File: src/rtl/mac_tile_scheduler.sv
// mac_tile_scheduler
//   Walks a tiled matrix job of M x N x K tiles over the MAC4x4 array. For
//   each tile it streams ROWS buffer-load cycles, fires a one-cycle compute
//   start, and then waits for every MAC row to report OVALID. A watchdog
//   aborts a tile that never completes. The job finishes with a job_done
//   pulse, which job_err qualifies.
// Ports
//   CLK, RSTN                  clock (rising edge), async active-low reset
//   job_valid / job_ready      host job handshake (ready iff IDLE)
//   m_tiles/n_tiles/k_tiles    tile counts, sampled on accept
//   abort                      synchronous cancel of the running job
//   mac_OVALID[ROWS]           per-row output-valid from the MAC array
//   LOAD_EN/LOAD_ROW           buffer load strobe and row index
//   A_ADDR/B_ADDR              buffer row addresses (mod 2^ADDR_W)
//   START_CALC/ACC_FIRST/LAST  compute start and accumulate qualifiers
//   tile_m/tile_n/tile_k       current tile indices
//   busy, job_done, job_err    status
module mac_tile_scheduler #(
  parameter int ROWS    = 4,
  parameter int TILE_W  = 8,
  parameter int ADDR_W  = 16,
  parameter int TIMEOUT = 64,
  localparam int RW     = (ROWS > 1) ? $clog2(ROWS) : 1,
  localparam int WD_W   = $clog2(TIMEOUT)
) (
  input  logic              CLK,
  input  logic              RSTN,
  input  logic              job_valid,
  output logic              job_ready,
  input  logic [TILE_W-1:0] m_tiles,
  input  logic [TILE_W-1:0] n_tiles,
  input  logic [TILE_W-1:0] k_tiles,
  input  logic              abort,
  input  logic [ROWS-1:0]   mac_OVALID,
  output logic              LOAD_EN,
  output logic [RW-1:0]     LOAD_ROW,
  output logic [ADDR_W-1:0] A_ADDR,
  output logic [ADDR_W-1:0] B_ADDR,
  output logic              START_CALC,
  output logic              ACC_FIRST,
  output logic              ACC_LAST,
  output logic [TILE_W-1:0] tile_m,
  output logic [TILE_W-1:0] tile_n,
  output logic [TILE_W-1:0] tile_k,
  output logic              busy,
  output logic              job_done,
  output logic              job_err
);

  typedef enum logic [2:0] {
    S_IDLE, S_LOAD, S_START, S_WAIT, S_NEXT, S_DONE, S_ERR
  } state_t;

  state_t            state_q, state_d;
  logic [TILE_W-1:0] m_q, n_q, k_q, m_d, n_d, k_d;
  logic [TILE_W-1:0] mi_q, ni_q, ki_q, mi_d, ni_d, ki_d;
  logic [RW-1:0]     row_q, row_d;
  logic [ROWS-1:0]   mask_q, mask_d;
  logic [WD_W-1:0]   wd_q, wd_d;

  logic [ROWS-1:0]   mask_now;
  logic              k_wrap, n_wrap, last_tile;
  logic [ADDR_W-1:0] a_addr_c, b_addr_c;

  // Bits arriving this cycle count toward completion.
  assign mask_now  = mask_q | mac_OVALID;
  assign k_wrap    = (ki_q == k_q - TILE_W'(1));
  assign n_wrap    = (ni_q == n_q - TILE_W'(1));
  assign last_tile = k_wrap && n_wrap && (mi_q == m_q - TILE_W'(1));

  // Arithmetic in ADDR_W bits gives the modulo-2^ADDR_W result directly.
  assign a_addr_c = (ADDR_W'(mi_q) * ADDR_W'(k_q) + ADDR_W'(ki_q)) * ADDR_W'(ROWS)
                  + ADDR_W'(row_q);
  assign b_addr_c = (ADDR_W'(ki_q) * ADDR_W'(n_q) + ADDR_W'(ni_q)) * ADDR_W'(ROWS)
                  + ADDR_W'(row_q);

  always_ff @(posedge CLK or negedge RSTN) begin
    if (!RSTN) begin
      state_q <= S_IDLE;
      m_q     <= '0;
      n_q     <= '0;
      k_q     <= '0;
      mi_q    <= '0;
      ni_q    <= '0;
      ki_q    <= '0;
      row_q   <= '0;
      mask_q  <= '0;
      wd_q    <= '0;
    end else begin
      state_q <= state_d;
      m_q     <= m_d;
      n_q     <= n_d;
      k_q     <= k_d;
      mi_q    <= mi_d;
      ni_q    <= ni_d;
      ki_q    <= ki_d;
      row_q   <= row_d;
      mask_q  <= mask_d;
      wd_q    <= wd_d;
    end
  end

  always_comb begin
    state_d = state_q;
    m_d     = m_q;
    n_d     = n_q;
    k_d     = k_q;
    mi_d    = mi_q;
    ni_d    = ni_q;
    ki_d    = ki_q;
    row_d   = row_q;
    mask_d  = mask_q;
    wd_d    = wd_q;
    case (state_q)
      S_IDLE: if (job_valid) begin
        m_d   = m_tiles;
        n_d   = n_tiles;
        k_d   = k_tiles;
        mi_d  = '0;
        ni_d  = '0;
        ki_d  = '0;
        row_d = '0;
        state_d = (m_tiles == '0 || n_tiles == '0 || k_tiles == '0) ? S_DONE : S_LOAD;
      end
      S_LOAD: begin
        if (row_q == RW'(ROWS - 1)) begin
          row_d   = '0;
          state_d = S_START;
        end else begin
          row_d = row_q + RW'(1);
        end
      end
      S_START: begin
        mask_d  = '0;
        wd_d    = '0;
        state_d = S_WAIT;
      end
      S_WAIT: begin
        mask_d = mask_now;
        // Completion is checked first so it wins a tie with the watchdog.
        if (&mask_now)                        state_d = S_NEXT;
        else if (wd_q == WD_W'(TIMEOUT - 1))  state_d = S_ERR;
        else                                  wd_d = wd_q + WD_W'(1);
      end
      S_NEXT: begin
        if (last_tile) begin
          state_d = S_DONE;
        end else begin
          state_d = S_LOAD;
          if (k_wrap) begin
            ki_d = '0;
            if (n_wrap) begin
              ni_d = '0;
              mi_d = mi_q + TILE_W'(1);
            end else begin
              ni_d = ni_q + TILE_W'(1);
            end
          end else begin
            ki_d = ki_q + TILE_W'(1);
          end
        end
      end
      S_DONE:  state_d = S_IDLE;
      S_ERR:   state_d = S_IDLE;
      default: state_d = S_IDLE;
    endcase
    // Abort overrides everything while a tile is in flight.
    if (abort && (state_q == S_LOAD || state_q == S_START ||
                  state_q == S_WAIT || state_q == S_NEXT))
      state_d = S_IDLE;
  end

  assign job_ready  = (state_q == S_IDLE);
  assign busy       = (state_q != S_IDLE);
  assign LOAD_EN    = (state_q == S_LOAD);
  assign LOAD_ROW   = LOAD_EN ? row_q : '0;
  assign A_ADDR     = LOAD_EN ? a_addr_c : '0;
  assign B_ADDR     = LOAD_EN ? b_addr_c : '0;
  assign START_CALC = (state_q == S_START);
  assign ACC_FIRST  = START_CALC && (ki_q == '0);
  assign ACC_LAST   = START_CALC && k_wrap;
  assign tile_m     = mi_q;
  assign tile_n     = ni_q;
  assign tile_k     = ki_q;
  assign job_done   = (state_q == S_DONE) || (state_q == S_ERR);
  assign job_err    = (state_q == S_ERR);

endmodule

File: config.mk
export PLATFORM = sky130hd
export DESIGN_NAME = mac_tile_scheduler
export DESIGN_NICKNAME = d
export VERILOG_FILES = /design/src/rtl/mac_tile_scheduler.sv
export SDC_FILE = /design/constraint.sdc
export NUM_CORES = 1
export LEC_CHECK = 0
export ABC_AREA = 1
export CORE_ASPECT_RATIO = 0.6
export CORE_MARGIN = 1
export CORE_UTILIZATION = 57
export CTS_CLUSTER_SIZE = 16
export DETAILED_ROUTE_END_ITERATION = 16
export HOLD_SLACK_MARGIN = 0.1
export MAX_ROUTING_LAYER = met4
export PLACE_DENSITY_LB_ADDON = 0.3
export SLEW_MARGIN = 20
export SYNTH_ARGS = -nofsm -noshare
export SYNTH_HDL_FRONTEND = slang
export SYNTH_SLANG_ARGS = --single-unit
File: constraint.sdc
create_clock -name CLK -period 16.15 [get_ports CLK]
set_input_delay 4.845 -clock CLK [delete_from_list [all_inputs] [get_ports CLK]]
set_output_delay 4.845 -clock CLK [all_outputs]
set_load 0.01 [all_outputs]
Yosys cells after proc, flatten, opt, wreduce, memory -nomap -nowiden
Cells that the tools add are included.
{"block": "word_totals", "regBits": 63, "out_inout_bits": 66, "latchBits": 0, "mem_bits_ro": 0, "in_bits": 32, "ram_bits": 0, "word_cells": 103, "mem_count": 0}
{"block": "op_classes", "div_mod_pow": 0, "eq_ne": 20, "reduce_logical": 28, "n_shift": 0, "n_lt_le_gt_ge": 0, "n_addsub": 12, "mul": 2, "n_mux": 30, "bitwise_logic": 1}
{"cell": "$mux W8", "count": 9}
{"cell": "$pmux W8 S2", "count": 3}
{"cell": "$add A16 B2 Y16", "count": 2}
{"cell": "$logic_not A8 Y1", "count": 4}
{"cell": "$mux W16", "count": 2}
{"cell": "$add A14 B8 Y14", "count": 2}
{"cell": "$mul A8 B8 Y14", "count": 2}
{"cell": "$add A8 B1 Y8 const B", "count": 3}
{"cell": "$eq A8 B8 Y1", "count": 3}
{"cell": "$sub A8 B1 Y8 const B", "count": 3}
{"cell": "$mux W3", "count": 7}
{"cell": "$pmux W3 S5", "count": 1}
{"cell": "$mux W6", "count": 2}
{"cell": "$ne A2 B2 Y1 const B", "count": 6}
{"cell": "$pmux W6 S2", "count": 1}
{"cell": "$eq A3 B3 Y1 const B", "count": 3}
{"cell": "$reduce_and A3 Y1", "count": 3}
{"cell": "$pmux W4 S2", "count": 1}
{"cell": "$reduce_and A4 Y1", "count": 2}
{"cell": "$add A6 B1 Y6 const B", "count": 1}
{"cell": "$eq A3 B2 Y1 const B", "count": 2}
{"cell": "$eq A6 B6 Y1 const B", "count": 1}
{"cell": "$logic_or A1 B1 Y1", "count": 6}
{"cell": "$mux W2", "count": 3}
{"cell": "14 further kinds", "count": 21}

Depth between registers and ports, before layout
{"block": "depth", "word_depth": 7, "depth_mapped": 20, "depth_no_buf": 19}

Worst setup path after synthesis
Ideal clock, no wire load.
{"block": "synth_path", "path_type": "flip-flop to output port", "from": "register ki_q[0], in the netlist tile_k[0]", "to": "output B_ADDR[14]", "n_path_buf": 1, "slack_ns": 7.078, "t_arrival_ns": 4.227, "required_ns": 11.305, "stages_incl_launch_ff": 18, "cell_sequence": "dfrtp_1 -> clkbuf_1 -> nand2_1 -> fa_1 -> fa_1 -> inv_1 -> fa_1 -> inv_1 -> fa_1 -> inv_1 -> ha_1 -> a21oi_1 -> nor2_1 -> nor2_1 -> a21oi_1 -> o21ai_0 -> nand2_1 -> a21oi_1"}
{"block": "synth_via", "elab_chain_cells": 4}
{"element": "start, declared", "line": "56", "rtl": "logic [TILE_W-1:0] mi_q, ni_q, ki_q, mi_d, ni_d, ki_d;"}
{"element": "start signal, assigned", "line": "96", "rtl": "ki_q <= ki_d;"}
{"element": "$mul A8 B8 Y14", "line": "74", "rtl": "assign b_addr_c = (ADDR_W'(ki_q) * ADDR_W'(n_q) + ADDR_W'(ni_q)) * ADDR_W'(ROWS)"}
{"element": "$add A14 B8 Y14", "line": "74"}
{"element": "$add A16 B2 Y16", "line": "75", "rtl": "+ ADDR_W'(row_q);"}
{"element": "$mux W16", "line": "178", "rtl": "assign B_ADDR = LOAD_EN ? b_addr_c : '0;"}
{"element": "end, declared", "line": "38", "rtl": "output logic [ADDR_W-1:0] B_ADDR,"}
Every way passes these cells.

Worst setup path after layout
{"block": "layout_path", "from": "register mi_q[1], in the netlist tile_m[1]", "to": "output A_ADDR[15]"}
{"block": "layout_via", "elab_chain_cells": 4}
{"element": "start, declared", "line": "56"}
{"element": "start signal, assigned", "line": "94", "rtl": "mi_q <= mi_d;"}
{"element": "$mul A8 B8 Y14", "line": "72", "rtl": "assign a_addr_c = (ADDR_W'(mi_q) * ADDR_W'(k_q) + ADDR_W'(ki_q)) * ADDR_W'(ROWS)"}
{"element": "$add A14 B8 Y14", "line": "72"}
{"element": "$add A16 B2 Y16", "line": "73", "rtl": "+ ADDR_W'(row_q);"}
{"element": "$mux W16", "line": "177", "rtl": "assign A_ADDR = LOAD_EN ? a_addr_c : '0;"}
{"element": "end, declared", "line": "37", "rtl": "output logic [ADDR_W-1:0] A_ADDR,"}
Every way passes these cells.

==> results.yml <==
timing:
  maxSlewViolCount: 0
  tightestPinTransition_ps: 838
  finalCritPeriodShare_pct: 62.1
  finalSetupViolations: 0
  timing.final.crit_period_ps: 10030
  hold_viol_final: 0
  finClkSkew_ps: 8.29
  rsz0062_at_grt: "false"
  setup_tns_ps: 0
  slew-limit-headroom_pct: 44.1
  hold_ws_ps: 492
  clock.fmax_mhz: 99.7
critical_path:
  endpoint_kind: "output port"
  arrival_ps: 5180
  cp-start-kind: "flip-flop"
  reg2reg_setup_slack_ps: 13350
  ff2ff_path_depth: 15
  path_max_fanout: 15
  rr_endpoint: "tile_m[5]"
  critPathKind: "reg -> out"
  cp.required_ps: 11300
  r2r-start: "n_q[0]"
pwr:
  p_comb_share_pct: 44.5
  switchingPower_uw: 437
  p_sw_share_pct: 46.0
  ir_drop_mv: 0.0845
  seqPwrFrac_pct: 32.2
  power_density_nw_per_um2: 94.1
  p_leak_nw: 5.74
  power_frac_clock_pct: 23.3
  p_int_uw: 513
synthesis:
  synthCells: 1252
  syn_area_sq_um: 8750
  yosys-top-cells-area: "fa_1 20%, dfrtp_1 18%, nand2_1 14%"
  synth_warnings: 0
  syn_avg_cell_area_sq_um: 6.99
  synth_nets: 1437
  synth_cell_type_count: 42
  synth_seq_cells: 63
  synth.top_cell.area_share_pct: 19.7
  yosys.area.top_type: "fa_1"
  seq_area_frac_synth_pct: 18.0
clocking:
  clk_pin_slew_ps: 60
  cts_tree: "yes"
  post_cts_resized: 0
  cts_hold_buf: 0
  cts_root_buf: "clkbuf_16"
  cts_max_path_buffers: 2
  cts_setup_buffers: 0
  cts.sinks: 63
  insertion_delay_ps: 330
  cts_buffers: 9
  htreeDepth: 3
routing:
  avgRoutedWirePerCell_um: 13.7
  drt_iter0_drc: 700
  antenna_left: 0
  drcViolationCount: 0
  vias_per_cell: 5.11
  finalWirelength_um: 20800
  num_vias: 7753
  dr.pass1.iters: 6
die:
  start_util_pct: 59.5
  io_pins: 98
  die_area_sq_um: 15900
  dieHeight_um: 98.0
  coreArea_sq_um: 14700
  die_w_um: 162
  rows: 34
min_path:
  hold_path_end: "m_q[1]"
  hold_path.class: "reg -> reg"
  worstHoldPathCells: 2
  hold_start: "m_q[1]"
placement:
  dp_hpwl_um: 16700
  port-buffer-count: 97
  routabilityCongestion: 0.874
  dpl.cell_count: 1502
layout:
  antenna_cells: 0
  area_growth_pct: 15.4
  instances_no_fill: 1518
  num-nets-final: 1500
  layout_commonest_cell: "nand2_1"
  final_cell_mix: "322 x nand2_1, 305 x inv_1, 99 x nor2_1"
  drive_above_1_share_pct: 4.02
global_route:
  antenna_found_initial: 0
  grt_pass1_wl_um: 35900
  grt_remaining_overflow: 0
  grt_pass1_vias: 7291
  grt_max_degree: 64
  grtUsageTotal_pct: 29.1
flow_run:
  max-cap-violations: 0
status:
  status: "complete, no violations"
-- power groups by stage --
stage | combinational, mW | sequential (mW) | clock (mW)
global route | 0.479 | 0.314 | 0.230
detailed placement | 0.414 | 0.304 | 0
global placement | 0.402 | 0.302 | 0
floorplan | 0.357 | 0.233 | 0
finish | 0.423 | 0.306 | 0.221
CTS | 0.421 | 0.301 | 0.223
-- registers in the layout, indices dropped and copies added (netlist names), 4 cells and up --
name / flops
wd_q: 6
mask_q: 4
k_q: 8
tile_m: 8
m_q: 8
tile_k: 8
tile_n: 8
n_q: 8
-- synth_stat cells (all sizes together) --
cell type	number
nor3	8
nor4	2
xor2	25
o2111ai	2
mux2	2
nand3b	8
a22o	1
o211a	3
nand4	23
clkbuf	26
dfrtp	63
mux2i	1
xnor2	17
clkinv	2
fa	86
buf	22
o21ai	42
inv	307
or2	9
nand2	329
nand3	56
nor2	106
o221ai	1
o21bai	2
nor3b	1
o211ai	2
a211oi	1
a21oi	38
ha	67
-- worst max-delay path by stage --
| stage | end | slack (ps) | cells past startpoint | start |
|---|---|---|---|---|
| after global placement | A_ADDR[14] | 6570 | 18 | tile_m[0] |
| after global routing | B_ADDR[14] | 5760 | 18 | tile_k[2] |
| final | A_ADDR[15] | 6120 | 16 | tile_m[1] |
| after CTS | A_ADDR[14] | 6130 | 18 | tile_m[1] |
| after detailed placement | A_ADDR[14] | 6490 | 18 | tile_m[0] |
| after floorplan | B_ADDR[14] | 7080 | 17 | tile_k[0] |
-- cells by family (layout without fill, tap and decap cells) --
family | count (synthesis) | after routing | synth area share (%)
AND/OR/NAND/NOR | 542 | 542 | 26.4
buffers and inverters | 357 | 425 | 16.0
adder cells (fa/ha/maj) | 153 | 153 | 29.2
AO/OA/AOI/OAI | 92 | 92 | 5.79
flip-flops | 63 | 63 | 18.0
XOR/XNOR | 42 | 42 | 4.20
multiplexers | 3 | 3 | 0.372
-- area by class of cell --
type                       count  area [sq um]
multi-input combinational    832          5780
inverter                     309          1160
clock buffer                  11           253
tap                          198           248
fill                        1228          4620
timing repair buffer         100           988
sequential                    63          1580
clock inverter                 5          86.3
-- metrics by stage --
step	utilization [%]	cell area, sq um	power (mW)	setup WS, ps
floorplan	-	8750	0.589	7080
global placement	66.3	9760	0.704	6570
detailed placement	66.3	9760	0.718	6490
CTS	68.6	10100	0.945	6130
global route	68.6	10100	1.02	5760
finish	68.6	10100	0.950	6120
-- metal layers --
metal  GRT usage [%]  wire length (um)  vias to the layer above
li1                -                 -                     3856
met1            43.8             10300                     3563
met2            40.3              8360                      322
met3            6.63              2000                       12
met4            4.14               153                        0
met5               -                 0                        -
-- worst max-delay path, cell delays in order (launching register included) --
cell	delay, ps
dfrtp_1	710
nand2_1	150
fa_1	500
fa_1	540
inv_1	50
fa_1	530
inv_1	50
fa_1	530
inv_1	40
ha_1	380
nand2_1	120
o21ai_0	230
nand2_1	90
o2111ai_1	110
o21ai_0	120
a21oi_1	130
clkdlybuf4s50_1	550
(Power assumes the default switching activity.)
